===== src/rtl/qbus_pkg.sv =====
// Shared types and default timing for the Q-bus DMA master.
package qbus_pkg;

   typedef enum logic [2:0] {
      IDLE,
      REQ,
      SACK,
      ADDR,
      SYNC,
      WAIT,
      END
   } qbus_state_t;

   localparam int ADDR_SETUP_DEF  = 3;
   localparam int DATA_SETUP_DEF  = 2;
   localparam int NXM_TIMEOUT_DEF = 200;
   localparam int READ_LATCH_DEF  = 4;
   localparam int BURST_LIMIT     = 4;
   localparam int BURST_W         = $clog2(BURST_LIMIT);
   localparam int CNT_W           = 8;

endpackage


===== src/rtl/qbus_sync.sv =====
// Two-flop synchronizer bank for asynchronous Q-bus receiver lines.
module qbus_sync #(
   parameter int WIDTH = 1
) (
   input  logic             clk,
   input  logic             init,
   input  logic [WIDTH-1:0] d,
   output logic [WIDTH-1:0] q
);

   logic [WIDTH-1:0] meta;

   always_ff @(posedge clk) begin
      if (init) begin
         meta <= '0;
         q    <= '0;
      end else begin
         meta <= d;
         q    <= meta;
      end
   end

endmodule


===== src/rtl/qbus_dma_master.sv =====
// Q-bus DMA mastership and DATI/DATO cycle engine for the RK controller.
// Define QBUS_DMA_BURST_EN to allow up to BURST_LIMIT transfers per grant.
module qbus_dma_master
   import qbus_pkg::*;
#(
   parameter int ADDR_SETUP  = ADDR_SETUP_DEF,
   parameter int DATA_SETUP  = DATA_SETUP_DEF,
   parameter int NXM_TIMEOUT = NXM_TIMEOUT_DEF,
   parameter int READ_LATCH  = READ_LATCH_DEF
) (
   input  logic clk,
   input  logic init,
   input  logic dma_read_req,
   input  logic dma_write_req,
   output logic dma_bus_master,
   output logic dma_complete,
   output logic dma_nxm,
   output logic addr_drive,
   output logic data_drive,
   output logic TDMR,
   input  logic RDMG,
   output logic TDMGO,
   output logic TSACK,
   input  logic RSYNC,
   input  logic RRPLY,
   output logic TSYNC,
   output logic TDIN,
   output logic TDOUT
);

   logic [2:0]       sync_q;
   logic             rdmg_s, rsync_s, rrply_s;
   logic             req_any, burst_more, end_done;
   qbus_state_t      state;
   logic [CNT_W-1:0] cnt;
   logic             is_write;
   logic             rd_latch;

   qbus_sync #(.WIDTH(3)) u_sync (
      .clk  (clk),
      .init (init),
      .d    ({RDMG, RSYNC, RRPLY}),
      .q    (sync_q)
   );

   assign rdmg_s   = sync_q[2];
   assign rsync_s  = sync_q[1];
   assign rrply_s  = sync_q[0];
   assign req_any  = dma_read_req | dma_write_req;
   // A timed-out slave may never drop RPLY, so an NXM leaves END at once.
   assign end_done = (state == END) && (!rrply_s || dma_nxm);

`ifdef QBUS_DMA_BURST_EN
   logic [BURST_W-1:0] xfer_cnt;

   assign burst_more = !dma_nxm && (is_write ? dma_write_req : dma_read_req) &&
                       (xfer_cnt != BURST_W'(BURST_LIMIT - 1));

   always_ff @(posedge clk) begin
      if (init) begin
         xfer_cnt <= '0;
      end else if (state == SACK) begin
         xfer_cnt <= '0;
      end else if (end_done && burst_more) begin
         xfer_cnt <= xfer_cnt + BURST_W'(1);
      end
   end
`else
   assign burst_more = 1'b0;
`endif

   always_ff @(posedge clk) begin
      if (init) begin
         state          <= IDLE;
         cnt            <= '0;
         is_write       <= 1'b0;
         rd_latch       <= 1'b0;
         dma_bus_master <= 1'b0;
         dma_complete   <= 1'b0;
         dma_nxm        <= 1'b0;
         addr_drive     <= 1'b0;
         data_drive     <= 1'b0;
         TDMR           <= 1'b0;
         TDMGO          <= 1'b0;
         TSACK          <= 1'b0;
         TSYNC          <= 1'b0;
         TDIN           <= 1'b0;
         TDOUT          <= 1'b0;
      end else begin
         dma_complete <= 1'b0;
         dma_nxm      <= 1'b0;
         case (state)
            IDLE: begin
               // Once passing a grant downstream, keep passing it until it drops.
               if (rdmg_s && (TDMGO || !req_any)) begin
                  TDMGO <= 1'b1;
               end else begin
                  TDMGO <= 1'b0;
                  if (req_any) begin
                     TDMR     <= 1'b1;
                     is_write <= dma_write_req;
                     state    <= REQ;
                  end
               end
            end
            REQ: begin
               if (!req_any) begin
                  TDMR  <= 1'b0;
                  state <= IDLE;
               end else if (rdmg_s && !rsync_s && !rrply_s) begin
                  TDMR           <= 1'b0;
                  TSACK          <= 1'b1;
                  dma_bus_master <= 1'b1;
                  state          <= SACK;
               end
            end
            SACK: begin
               if (!rdmg_s) begin
                  addr_drive <= 1'b1;
                  data_drive <= is_write;
                  cnt        <= '0;
                  state      <= ADDR;
               end
            end
            ADDR: begin
               if (cnt == CNT_W'(ADDR_SETUP - 1)) begin
                  TSYNC <= 1'b1;
                  cnt   <= '0;
                  state <= SYNC;
               end else begin
                  cnt <= cnt + CNT_W'(1);
               end
            end
            SYNC: begin
               addr_drive <= 1'b0;
               rd_latch   <= 1'b0;
               if (!is_write) begin
                  TDIN  <= 1'b1;
                  cnt   <= '0;
                  state <= WAIT;
               end else if (cnt == CNT_W'(DATA_SETUP - 1)) begin
                  TDOUT <= 1'b1;
                  cnt   <= '0;
                  state <= WAIT;
               end else begin
                  cnt <= cnt + CNT_W'(1);
               end
            end
            WAIT: begin
               // After a DATI reply, cnt is reused to deskew read data.
               if (rd_latch) begin
                  if (cnt == CNT_W'(READ_LATCH - 1)) begin
                     dma_complete <= 1'b1;
                     TDIN         <= 1'b0;
                     state        <= END;
                  end else begin
                     cnt <= cnt + CNT_W'(1);
                  end
               end else if (rrply_s) begin
                  if (is_write) begin
                     dma_complete <= 1'b1;
                     TDOUT        <= 1'b0;
                     data_drive   <= 1'b0;
                     state        <= END;
                  end else begin
                     rd_latch <= 1'b1;
                     cnt      <= CNT_W'(1);
                  end
               end else if (cnt == CNT_W'(NXM_TIMEOUT - 1)) begin
                  dma_nxm    <= 1'b1;
                  TDIN       <= 1'b0;
                  TDOUT      <= 1'b0;
                  data_drive <= 1'b0;
                  state      <= END;
               end else begin
                  cnt <= cnt + CNT_W'(1);
               end
            end
            END: begin
               if (end_done) begin
                  TSYNC <= 1'b0;
                  if (burst_more) begin
                     addr_drive <= 1'b1;
                     data_drive <= is_write;
                     cnt        <= '0;
                     state      <= ADDR;
                  end else begin
                     TSACK          <= 1'b0;
                     dma_bus_master <= 1'b0;
                     state          <= IDLE;
                  end
               end
            end
            default: state <= IDLE;
         endcase
      end
   end

endmodule


===== config.mk =====
export PLATFORM = sky130hd
export DESIGN_NAME = qbus_dma_master
export DESIGN_NICKNAME = d
export VERILOG_FILES = /design/src/rtl/qbus_pkg.sv /design/src/rtl/qbus_sync.sv /design/src/rtl/qbus_dma_master.sv
export SDC_FILE = /design/constraint.sdc
export NUM_CORES = 1
export LEC_CHECK = 0
export CAP_MARGIN = 20
export CORE_UTILIZATION = 35
export DETAILED_ROUTE_END_ITERATION = 6
export PLACE_DENSITY = 0.52
export SLEW_MARGIN = 15
export SYNTH_ARGS = -nofsm -noshare
export SYNTH_HDL_FRONTEND = slang
export SYNTH_SLANG_ARGS = --single-unit

===== constraint.sdc =====
create_clock -name clk -period 2.2 [get_ports clk]
set_input_delay 0.22 -clock clk [delete_from_list [all_inputs] [get_ports clk]]
set_output_delay 0.22 -clock clk [all_outputs]
set_load 0.005 [all_outputs]

Word level (Yosys, flattened, before mapping):

Cells that the tools add are included.

* bits in registers: 29
* input port bits: 7
* output and inout bits: 11
* logic and storage cells: 144

* $add $sub $neg: 1
* equality and inequality tests: 33
* muxes and demuxes: 62
* bitwise gates (word level): 3
* reduce and logical (&&, ||, !) cells: 29

Operators with widths (count)
* $mux W8: 9
* $mux W3: 14
* $pmux W8 S4: 1
* $mux W1: 29
* $ne A2 B2 Y1 const B: 11
* $ne A3 B3 Y1 const B: 7
* $pmux W3 S7: 1
* $eq A8 B2 Y1 const B: 2
* $pmux W1 S2: 8
* $reduce_and A5 Y1: 3
* $reduce_bool A2 Y1: 6
* $reduce_and A10 Y1: 1
* $eq A3 B3 Y1 const B: 3
* $add A8 B1 Y8 const B: 1
* $eq A8 B1 Y1 const B: 1
* $eq A8 B8 Y1 const B: 1
* $ne A4 B3 Y1 const B: 2
* $ne A4 B4 Y1 const B: 2
* $reduce_and A4 Y1: 2
* $eq A3 B2 Y1 const B: 2
* $reduce_and A3 Y1: 2
* $reduce_and A6 Y1: 1
* $logic_and A1 B1 Y1: 4
* $reduce_bool A4 Y1: 1
* 10 further kinds: 14

Depth between registers and ports, before layout:

Gate-level depths: netlist (run 1).

* depth in word-level cells: 6
* depth in mapped cells: 7
* gate-level depth less buffers: 6

Cells and area by module:

Synthesis (run 1) repeated with hierarchy kept, for this count alone.

* cell total of the unflattened synthesis: 191
* area total of the unflattened synthesis: 1650.3 um^2

By module, submodules not included
* qbus_dma_master: times used 1, cells an instance 179, area each 1492.7 um^2, seq. area each 460.4 um^2
* qbus_sync: times used 1, cells an instance 12, area each 157.7 um^2, seq. area each 120.1 um^2

Worst setup path after synthesis (run 1):

OpenSTA, ideal clock, no wires.

* path type: register -> register
* start point: register cnt[1]
* end point: register cnt[0]
* setup time: 0.103 ns
* data arrival time: 1.852 ns
* required time: 2.097 ns
* setup slack: 0.245 ns
* cell stages (with the launch flop): 7
* buffers on the path: 0
* period minus slack after synthesis: 1.955 ns
* path through: dfxtp_1 ha_1 nor4b_1 a31oi_1 o221ai_4 a211oi_2 a2111oi_2

* longest elaborated chain between the ends: 4
* elaborated cells between the ends (all ways): 11
* classes of those cells: 6 x eq/ne; 4 x mux; 1 x reduce/logical

Ends and longest elaborated chain
* from (decl): line qbus_dma_master.sv:35 `logic [CNT_W-1:0] cnt;`
* from (signal assigned): line qbus_dma_master.sv:131 `cnt <= cnt + CNT_W'(1);`
* from (signal assigned): line qbus_dma_master.sv:146 `cnt <= cnt + CNT_W'(1);`
* from (signal assigned): line qbus_dma_master.sv:157 `cnt <= cnt + CNT_W'(1);`
* $eq A8 B1 Y1: line qbus_dma_master.sv:141 `end else if (cnt == CNT_W'(DATA_SETUP - 1)) begin`
* $mux W8: line qbus_dma_master.sv:141
* $mux W8: line qbus_dma_master.sv:137 `if (!is_write) begin`
* $pmux W8 S4: line qbus_dma_master.sv:92 `case (state)`

Parallel ways exist; a longest one is shown, timed or not.
A chain may end at the register's enable or synchronous reset.

Final worst setup path (run 1):

Same ends and word-level chain as after synthesis.

==> results by group, run 1 <==
Cells and area
  – Layout cell share with drive strength beyond 1: 16.59%
  – Antenna diode count: 0
  – Final core occ: 46.52%
  – Final #Nets: 226
  – Post-route insts no fill: 269
  – Syn-to-layout area delta: 26.85%

Timing
  – Final Max Tran Viols: 0
  – Post-route clock period utilization: 92.88%
  – Final setup viols: 0
  – Tightest Pin Transition: 0.4121 ns
  – Max frequency: 0.4894 GHz
  – Setup TNS: 0 ns
  – Final worst slack: 0.1567 ns
  – Final min period: 2.043 ns
  – Clock skew: 0.008683 ns
  – Count of final hold-check violations: 0
  – Slew headroom: 72.49%

Synth
  – Yosys warnings: 0
  – Area share of the largest cell type after synthesis: 36.11%
  – Post-Synthesis Cells: 187
  – Most used DFF post-synth: dfxtp_1
  – Synth top area cells: dfxtp_1 (36%), nor2b_1 (5.1%), a21oi_1 (4.4%), nand3_1 (3.1%), nor2_1 (3.0%)
  – Synth Cell Area: 1608 um^2
  – Seq/Total Area, Yosys: 36.11%
  – Syn_area_per_cell: 8.598 um^2
  – Synthesis-stage register bit count: 29
  – Post-Syn Nets: 197
  – Post-synth top area cell: dfxtp_1
  – Number of synthesized flops with an enable pin: 0
  – Post-synth cell types: 51
  – Asr flop ratio synth: 0%

GRT
  – Met1 usage: 22.87%
  – Total Routing Usage GR: 17.41%
  – Grt met3 use: 4.070%
  – Grt ovf: 0
  – Vias in the first global route: 1362
  – First-pass GRT wire length: 6672 um
  – GR Layer Usage met2: 27.56%
  – Gr busiest metal: met2
  – Initial antenna violation count: 0
  – Maximum number of pins on one net before global-route repair: 18

Detailed routing
  – Avg Vias per Cell: 5.606
  – Routed vias: 1508
  – Final ANT Viol Nets: 0
  – Per-cell routed wire length: 15.09 um
  – Pre-Repair DR Iteration Count: 4
  – Drc violations: 0
  – 1st-iter DRT viols: 81
  – Drt total wl: 4058 um

Placement
  – Gpl congestion: 0.7944
  – HPWL Detailed: 2976 um
  – Post-place setup slack: 0.02283 ns
  – Dpl cells: 258
  – Port Buffers: 17

CTS
  – CTS HTree Levels: 2
  – Num CTS Buffers: 5
  – CTS clk-pin slew, worst paths: 0.07 ns
  – CTS tree: done
  – Clock sink total: 29
  – CTS Buffer Depth: 2
  – Hold_buf cts: 0
  – Clock latency on the worst-skew pair: 0.29 ns
  – Clock Tree Root: clkbuf_8

Hold path
  – Hold Startpoint: u_sync.meta[2]$_SDFF_PP0_
  – Worst hold path class: reg2reg
  – Worst hold endpoint: u_sync.q[2]$_SDFF_PP0_
  – Hold path cells: 1

Worst setup path
  – Cell count along the critical path: 7
  – Reg-to-reg endpoint: cnt[0]$_SDFFE_PP0P_
  – Buffers & Inverters on Critical Path: 1
  – WP data required: 2.38 ns
  – Worst-path maximum fanout: 10
  – Worst setup SP type: register
  – Reg2reg setup slack: 0.16 ns
  – Crit path DAT: 2.23 ns
  – Top delay family on crit path: simple AND/OR/NAND/NOR gates
  – CP Capture Type: register
  – CP max stage delay: 0.49 ns
  – Reg2Reg Depth: 7
  – Crit-path cells: ha_1 > buf_4 > nand4_1 > or4_4 > o221ai_4 > a211oi_2 > a2111oi_2
  – Crit path max-delay cell type: or4_4
  – R2r startpoint: cnt[1]$_SDFFE_PP0P_
  – CP Class: reg2reg

Floorplanning
  – Die height: 69.78 um
  – Die area: 4869 um^2
  – Row cnt: 24
  – Initial core utilization: 36.67%
  – Top Ports: 18
  – Core area: 4384 um^2
  – Die Wd: 69.78 um

Job
  – Max Cap Viol: 0

Outcome
  – Status: completed

Power
  – VDD IR-drop max: 254.8 uV
  – Static leakage: 0.6926 nW
  – P per Cell Area: 737.3 nW/um^2
==> Yosys cell counts, types with 4 or more instances <==
cell type   n
a211oi_1    5
nor2b_1    13
o21ai_0     5
nor3_1      6
inv_1       6
a32oi_1     4
dfxtp_1    29
a21oi_1    14
nand2b_1    4
a31oi_1     6
clkbuf_1    5
nand3_1    10
nand2_1    11
nor2_1     13
==> power breakdown <==
| part | internal [mW] | switching, mW |
|---|---|---|
| Sequential | 0.558 | 0.0496 |
| Clock | 0.368 | 0.221 |
| Combinational | 0.155 | 0.152 |
| Total | 1.08 | 0.423 |
==> how the worst max path moves through the flow <==
stage | start | slack (ns) | endpoint
global placement | cnt[1]$_SDFFE_PP0P_ | 0.20 | cnt[0]$_SDFFE_PP0P_
CTS | cnt[1]$_SDFFE_PP0P_ | 0.12 | cnt[0]$_SDFFE_PP0P_
global route | cnt[1]$_SDFFE_PP0P_ | -0.0005 | cnt[0]$_SDFFE_PP0P_
detailed placement | cnt[1]$_SDFFE_PP0P_ | 0.02 | cnt[0]$_SDFFE_PP0P_
finish | cnt[1]$_SDFFE_PP0P_ | 0.16 | cnt[0]$_SDFFE_PP0P_
floorplan | cnt[1]$_SDFFE_PP0P_ | 0.24 | cnt[0]$_SDFFE_PP0P_
==> stage by stage <==
stage          instance area [um^2]  hold WS, ns  total power [mW]
2_1_floorplan                  1608       0.3482            0.8078
5_1_grt                        2039       0.4702             1.576
4_1_cts                        2011       0.4466             1.506
6_report                       2039       0.4405             1.504
3_5_place_dp                   1884       0.4314            0.9113
3_3_place_gp                   1884       0.4208            0.9029
==> state kept, by name, indices dropped and copies added, names as in the netlist <==
signal and flops:
cnt 8, state 3, u_sync.meta 3, u_sync.q 3
TDIN 1, TDMGO 1, TDMR 1, TDOUT 1
TSACK 1, TSYNC 1, addr_drive 1, data_drive 1
dma_complete 1, dma_nxm 1, is_write 1, rd_latch 1
==> layer usage <==
layer / share of wire [%] / up-vias
li1: - / 759
met3: 3.0 / 8
met1: 49 / 709
met5: 0 / -
met2: 46 / 32
met4: 2.3 / 0
==> what timing repair did <==
action / CTS / global route
pin swaps: 0 / 0
endpoints found under the setup margin: 1 / 4
buffers inserted: 0 / 3
resized for setup: 1 / 2
==> layout by cell type (no fill, tap or decap), types with 6 or more instances in the layout <==
cell,instances
a21oi_1,14
buf_4,16
nand2_1,11
inv_1,6
nor3_1,6
nand3_1,10
nor2_1,13
nor2b_1,13
clkdlybuf4s50_1,17
clkbuf_8,6
dfxtp_1,29
==> final cells by class <==
class	count	area [um^2]
clock buffers	6	82.58
clock inverters	2	37.54
fillers	451	2345
inverters	6	22.52
multi-input cells	141	960.9
flip-flops and latches	29	580.6
well taps	52	65.06
repair buffers	33	290.3
==> cell families (layout without fill, tap and decap cells) <==
family | after synthesis | after routing | synth area share (%)
AND/OR/NAND/NOR | 83 | 83 | 30.97
AO/OA/AOI/OAI | 54 | 54 | 25.06
flip-flops | 29 | 29 | 36.11
buffers and inverters | 17 | 47 | 4.902
adder cells (fa/ha/maj) | 3 | 3 | 2.335
multiplexers | 1 | 1 | 0.6226
Power figures use the tool's default switching activity.
==> run 2, diff against run 1 <==
- CORE_ASPECT_RATIO: not set -> 0.9
- SKIP_CTS_REPAIR_TIMING: not set -> 1
==> run 2 against run 1 <==
  * Critical path depth down 1
  * Count of clock-buffer cells in the layout grew 1
  * Flip-flop and latch count unchanged
  * Die area about the same
  * Combinational power rose by 6%
  * Hold slack better by 0.0026 ns
  * Total power is 0.49% lower
  * Register-to-register slack got worse by 0.04 ns
  * Cell area up 0.43%
==> results by group, run 2 (synthesized netlist as in run 1, its figures left out) <==
Cells and area
  – Post-route insts no fill: 279 (+3.7%)
  – Final core occ: 46.22% (-0.30 points)
  – Layout cell share with drive strength beyond 1: 16.13% (-0.46 points)
  – Highest-count cells in the layout ignoring fill and taps: dfxtp_1 (29), clkdlybuf4s50_1 (17), buf_4 (16)
  – Post-route cell area: 2048 um^2 (+0.43%)
  – Fillers: 457 (+1.3%)
  – Largest register FFs: 8 (unchanged)
  – Syn-to-layout area delta: 27.39%
  – Register Area: 580.6 um^2 (unchanged)
  – Area of the multi-input gates: 960.9 um^2 (unchanged)
  – Most common cell after layout, fill and taps aside: dfxtp_1
  – Final #Nets: 226 (unchanged)
  – Antenna diode count: 0 (unchanged)
  – Reg with most FFs: cnt

Worst setup path
  – Crit-path cells: ha_1 > nor4b_2 > a31oi_2 > o221ai_4 > or4b_1 > a31oi_1
  – Worst-path maximum fanout: 9 (-1)
  – CP Capture Type: register
  – Buffers & Inverters on Critical Path: 0 (-1)
  – CP Class: reg2reg
  – Top delay family on crit path: simple AND/OR/NAND/NOR gates
  – WP data required: 2.39 ns (about the same)
  – Crit path max-delay cell type: or4b_1
  – Worst setup SP type: register
  – CP max stage delay: 0.54 ns (+0.05 ns)
  – Crit path DAT: 2.28 ns (+0.05 ns)

Timing
  – Slew headroom: 68.92% (-3.6 points)
  – Final setup viols: 0 (unchanged)
  – Post-route clock period utilization: 94.91% (+2.0 points)
  – Setup TNS: 0 ns (unchanged)
  – Tightest Pin Transition: 0.4604 ns (+0.04829 ns)
  – Max frequency: 0.4789 GHz (-2.1%)
  – WHS: 0.4430 ns (+0.002569 ns)
  – Count of final hold-check violations: 0 (unchanged)
  – Clock skew: 0.008338 ns (-0.0003450 ns)
  – RSZ-0062 raised after global routing: false
  – Final min period: 2.088 ns (+0.04478 ns)
  – Final worst slack: 0.1119 ns (-0.04478 ns)
  – Final Max Tran Viols: 0 (unchanged)

Power
  – Static leakage: 0.6919 nW (about the same)
  – Clk pwr share: 38.1% (-1.1 points)
  – Int Pwr: 1.086 mW (+0.48%)
  – Total Power: 1.496 mW (-0.49%)
  – VDD IR-drop max: 305.6 uV (+20%)
  – P per Cell Area: 730.5 nW/um^2 (-0.92%)
  – Reg power frac: 40.1% (-0.3 points)
  – Gate power share: 21.7% (+1.3 points)
  – Switching Share: 27.41% (-0.70 points)
  – Switching pwr: 0.4101 mW (-3.0%)

Placement
  – Dpl cells: 269 (+4.3%)
  – Post-place setup slack: 0.04240 ns (+0.01957 ns)
  – Gpl congestion: 0.8704 (+9.6%)
  – Cell area after placement: 1904 um^2 (+1.1%)
  – Port Buffers: 17 (unchanged)
  – HPWL Detailed: 3019 um (+1.4%)

CTS
  – Num CTS Buffers: 5 (unchanged)
  – CTS clk-pin slew, worst paths: 0.06 ns (about the same)
  – Clock latency on the worst-skew pair: 0.28 ns (about the same)
  – CTS tree: done
  – Clock Tree Root: clkbuf_8
  – CTS HTree Levels: 2 (unchanged)
  – CTS Buffer Depth: 2 (unchanged)
  – Clock sink total: 29 (unchanged)

Detailed routing
  – Final ANT Viol Nets: 0 (unchanged)
  – Avg Vias per Cell: 5.394 (-3.8%)
  – Pre-Repair DR Iteration Count: 4 (unchanged)
  – Routed vias: 1505 (-0.20%)
  – 1st-iter DRT viols: 97 (+20%)
  – Per-cell routed wire length: 14.56 um (-3.5%)
  – Drt total wl: 4061 um (about the same)
  – Drc violations: 0 (unchanged)

Floorplanning
  – Core area: 4432 um^2 (+1.1%)
  – Row cnt: 23 (-4.2%)
  – Die height: 66.30 um (-5.0%)
  – Initial core utilization: 36.28% (-0.39 points)
  – Die area: 4869 um^2 (about the same)
  – Top Ports: 18 (unchanged)
  – Die Wd: 73.44 um (+5.3%)

GRT
  – Grt ovf: 0 (unchanged)
  – Vias in the first global route: 1406 (+3.2%)
  – Initial antenna violation count: 0 (unchanged)
  – First-pass GRT wire length: 6817 um (+2.2%)
  – Maximum number of pins on one net before global-route repair: 13 (-5)
  – Total Routing Usage GR: 18.62% (+1.2 points)

Job
  – Max Cap Viol: 0 (unchanged)

Outcome
  – Status: completed

Hold path
  – Worst hold path class: reg2reg
==> run 2: path summary, 6_finish.rpt <==
path                             start  slack, ns  cells past startpoint                      to
max                cnt[1]$_SDFFE_PP0P_       0.11                      6     cnt[3]$_SDFFE_PP0P_
min          u_sync.meta[2]$_SDFF_PP0_       0.44                      1  u_sync.q[2]$_SDFF_PP0_
max reg2reg        cnt[1]$_SDFFE_PP0P_       0.11                      6     cnt[3]$_SDFFE_PP0P_
min reg2reg  u_sync.meta[2]$_SDFF_PP0_       0.44                      1  u_sync.q[2]$_SDFF_PP0_
==> run 2: cell type report <==
class                   instances  area share, %
flip-flops and latches         29          28.34
repair buffers                 33          14.17
clock inverters                 1          1.466
well taps                      62          3.787
inverters                       6          1.100
clock buffers                   7          4.215
multi-input cells             141          46.92
==> run 2: worst register-to-register path, delay by kind of cell, from the launching register on <==
family | cells | cell delay (ns)
simple gates | 2 | 0.73
compound gates | 3 | 0.67
flops | 1 | 0.35
fa+ha+maj | 1 | 0.26
==> run 2: power groups by stage <==
| stage | Sequential (mW) | Clock (mW) | Combinational (mW) |
|---|---|---|---|
| 6_report | 0.601 | 0.570 | 0.325 |
| 3_3_place_gp | 0.611 | 0 | 0.309 |
| 2_1_floorplan | 0.591 | 0 | 0.217 |
| 4_1_cts | 0.600 | 0.582 | 0.314 |
| 5_1_grt | 0.606 | 0.621 | 0.362 |
| 3_5_place_dp | 0.611 | 0 | 0.311 |
==> run 2: per-layer routing <==
layer | vias up | GRT usage, % | wire, um | part of all wire [%]
met3 | 4 | 4.878 | 156 | 3.8
li1 | 769 | - | - | -
met5 | - | 0 | 0 | 0
met2 | 28 | 26.95 | 1830 | 45
met1 | 704 | 26.32 | 2038 | 50
met4 | 0 | 6.490 | 35 | 0.86
==> run 3, diff against run 2 <==
- CORE_MARGIN: not set -> 2
- CORE_UTILIZATION: 35 -> 55
- PLACE_DENSITY: 0.52 -> 0.76
==> run 3 against run 2 <==
  * Clock power shrank 42%
  * Non-clock buffer count is 4 lower
  * Sequential share of layout area rose by 1.8 points
  * Utilization rose by 24 points
  * Final cell count is 9.7% lower
  * Wire length up 3.0%
  * Largest power group unchanged
  * Cell area decreased by 5.7%
  * Register-to-register slack got worse by 0.05 ns
  * Total power decreased by 17%
==> results by group, run 3 (synthesized netlist as in run 1, its figures left out) <==
Cells and area
  – Highest-count cells in the layout ignoring fill and taps: dfxtp_1 (27), clkdlybuf4s50_1 (17), a21oi_1 (14)
  – Layout cell share with drive strength beyond 1: 15.09% (-1.0 points)
  – Post-route insts no fill: 252 (-9.7%)
  – Most common cell after layout, fill and taps aside: dfxtp_1
  – Antenna diode count: 0 (unchanged)
  – Reg with most FFs: cnt
  – Final #Nets: 222 (-1.8%)
  – Largest register FFs: 8 (unchanged)
  – Syn-to-layout area delta: 20.16%

Placement
  – HPWL Detailed: 2978 um (-1.3%)
  – Port Buffers: 17 (unchanged)
  – Gpl congestion: 0.8219 (-5.6%)
  – Post-place setup slack: 0.07682 ns (+0.03441 ns)
  – Dpl cells: 244 (-9.3%)

GRT
  – First-pass GRT wire length: 6713 um (-1.5%)
  – Maximum number of pins on one net before global-route repair: 16 (+3)
  – Total Routing Usage GR: 26.56% (+7.9 points)
  – Grt ovf: 0 (unchanged)
  – Vias in the first global route: 1446 (+2.8%)
  – Initial antenna violation count: 0 (unchanged)

Worst setup path
  – Top delay family on crit path: simple AND/OR/NAND/NOR gates
  – Worst setup SP type: register
  – WP data required: 2.47 ns (+0.08 ns)
  – CP Class: reg2reg
  – R2r startpoint: cnt[0]$_SDFFE_PP0P_
  – Crit-path cells: ha_1 > nor4b_2 > a31oi_2 > o221ai_4 > buf_4 > or4b_1 > a21oi_1
  – Crit. Startpoint: cnt[0]$_SDFFE_PP0P_
  – Crit path DAT: 2.41 ns (+0.13 ns)
  – CP Capture Type: register
  – Worst-path maximum fanout: 10 (+1)
  – Crit path max-delay cell type: or4b_1
  – Buffers & Inverters on Critical Path: 1 (+1)
  – CP max stage delay: 0.46 ns (-0.08 ns)

Detailed routing
  – Drc violations: 0 (unchanged)
  – Pre-Repair DR Iteration Count: 4 (unchanged)
  – Routed vias: 1596 (+6.0%)
  – Per-cell routed wire length: 16.60 um (+14%)
  – Drt total wl: 4183 um (+3.0%)
  – 1st-iter DRT viols: 112 (+15%)
  – Avg Vias per Cell: 6.333 (+17%)
  – Final ANT Viol Nets: 0 (unchanged)

Floorplanning
  – Top Ports: 18 (unchanged)
  – Initial core utilization: 58.04% (+22 points)
  – Row cnt: 18 (-22%)
  – Die height: 55.29 um (-17%)
  – Die Wd: 60.99 um (-17%)
  – Core area: 2770 um^2 (-37%)
  – Die area: 3372 um^2 (-31%)

Power
  – VDD IR-drop max: 486.5 uV (+59%)
  – P per Cell Area: 643.4 nW/um^2 (-12%)
  – Static leakage: 0.6488 nW (-6.2%)

CTS
  – Clock Tree Root: clkbuf_4
  – Num CTS Buffers: 5 (unchanged)
  – CTS Buffer Depth: 2 (unchanged)
  – Clock latency on the worst-skew pair: 0.33 ns (+0.05 ns)
  – CTS tree: done
  – CTS HTree Levels: 2 (unchanged)
  – CTS clk-pin slew, worst paths: 0.10 ns (+0.04 ns)
  – Clock sink total: 29 (unchanged)

Timing
  – Tightest Pin Transition: 0.4458 ns (-0.01454 ns)
  – Count of final hold-check violations: 0 (unchanged)
  – Final worst slack: 0.06306 ns (-0.04884 ns)
  – Final min period: 2.137 ns (+0.04884 ns)
  – Slew headroom: 70.05% (+1.1 points)
  – RSZ-0062 raised after global routing: true
  – Final setup viols: 0 (unchanged)
  – Post-route clock period utilization: 97.13% (+2.2 points)
  – Max frequency: 0.4680 GHz (-2.3%)
  – Clock skew: 0.01782 ns (+0.009479 ns)
  – Final Max Tran Viols: 0 (unchanged)

Outcome
  – Status: completed

Job
  – Max Cap Viol: 0 (unchanged)

Hold path
  – Worst hold path class: reg2reg
  – Hold Startpoint: u_sync.meta[1]$_SDFF_PP0_
==> run 3: layout make-up <==
type,instances,area (um^2)
multi-input cells,141,960.9
fillers,246,838.3
flip-flops and latches,29,583.1
repair buffers,29,260.3
clock buffers,7,55.05
well taps,40,50.05
inverters,6,22.52
==> run 3: power breakdown <==
group | leakage [nW] | internal (mW) | total, mW | switching, mW
Combinational | 0.381 | 0.142 | 0.308 | 0.166
Clock | 0.0314 | 0.151 | 0.330 | 0.179
Sequential | 0.237 | 0.559 | 0.605 | 0.0465
Total | 0.649 | 0.851 | 1.24 | 0.392
==> run 3: per-layer routing <==
| layer | global-route usage (%) | vias up | wire length, um |
|---|---|---|---|
| li1 | - | 757 | - |
| met1 | 38.00 | 755 | 1855 |
| met2 | 39.17 | 76 | 1939 |
| met3 | 6.557 | 8 | 328 |
| met4 | 8.075 | 0 | 60 |
| met5 | 0 | - | 0 |
==> run 3: per-stage QoR <==
| stage | total power [mW] | cell area, um^2 | setup TNS [ns] | hold WS (ns) | utilization, % |
|---|---|---|---|---|---|
| floorplan | 0.8078 | 1608 | 0 | 0.3482 | - |
| global placement | 0.8930 | 1854 | 0 | 0.4192 | 66.94 |
| detailed placement | 0.9077 | 1854 | 0 | 0.4289 | 66.94 |
| CTS | 1.230 | 1909 | 0 | 0.4491 | 68.93 |
| global route | 1.303 | 1932 | -0.01395 | 0.4521 | 69.74 |
| finish | 1.243 | 1932 | 0 | 0.4460 | 69.74 |
==> run 3: final timing paths <==
check | to | slack [ns] | cells past startpoint
min reg2reg | u_sync.q[1]$_SDFF_PP0_ | 0.45 | 1
max reg2reg | cnt[2]$_SDFFE_PP0P_ | 0.06 | 7
min | u_sync.q[1]$_SDFF_PP0_ | 0.45 | 1
max | cnt[2]$_SDFFE_PP0P_ | 0.06 | 7
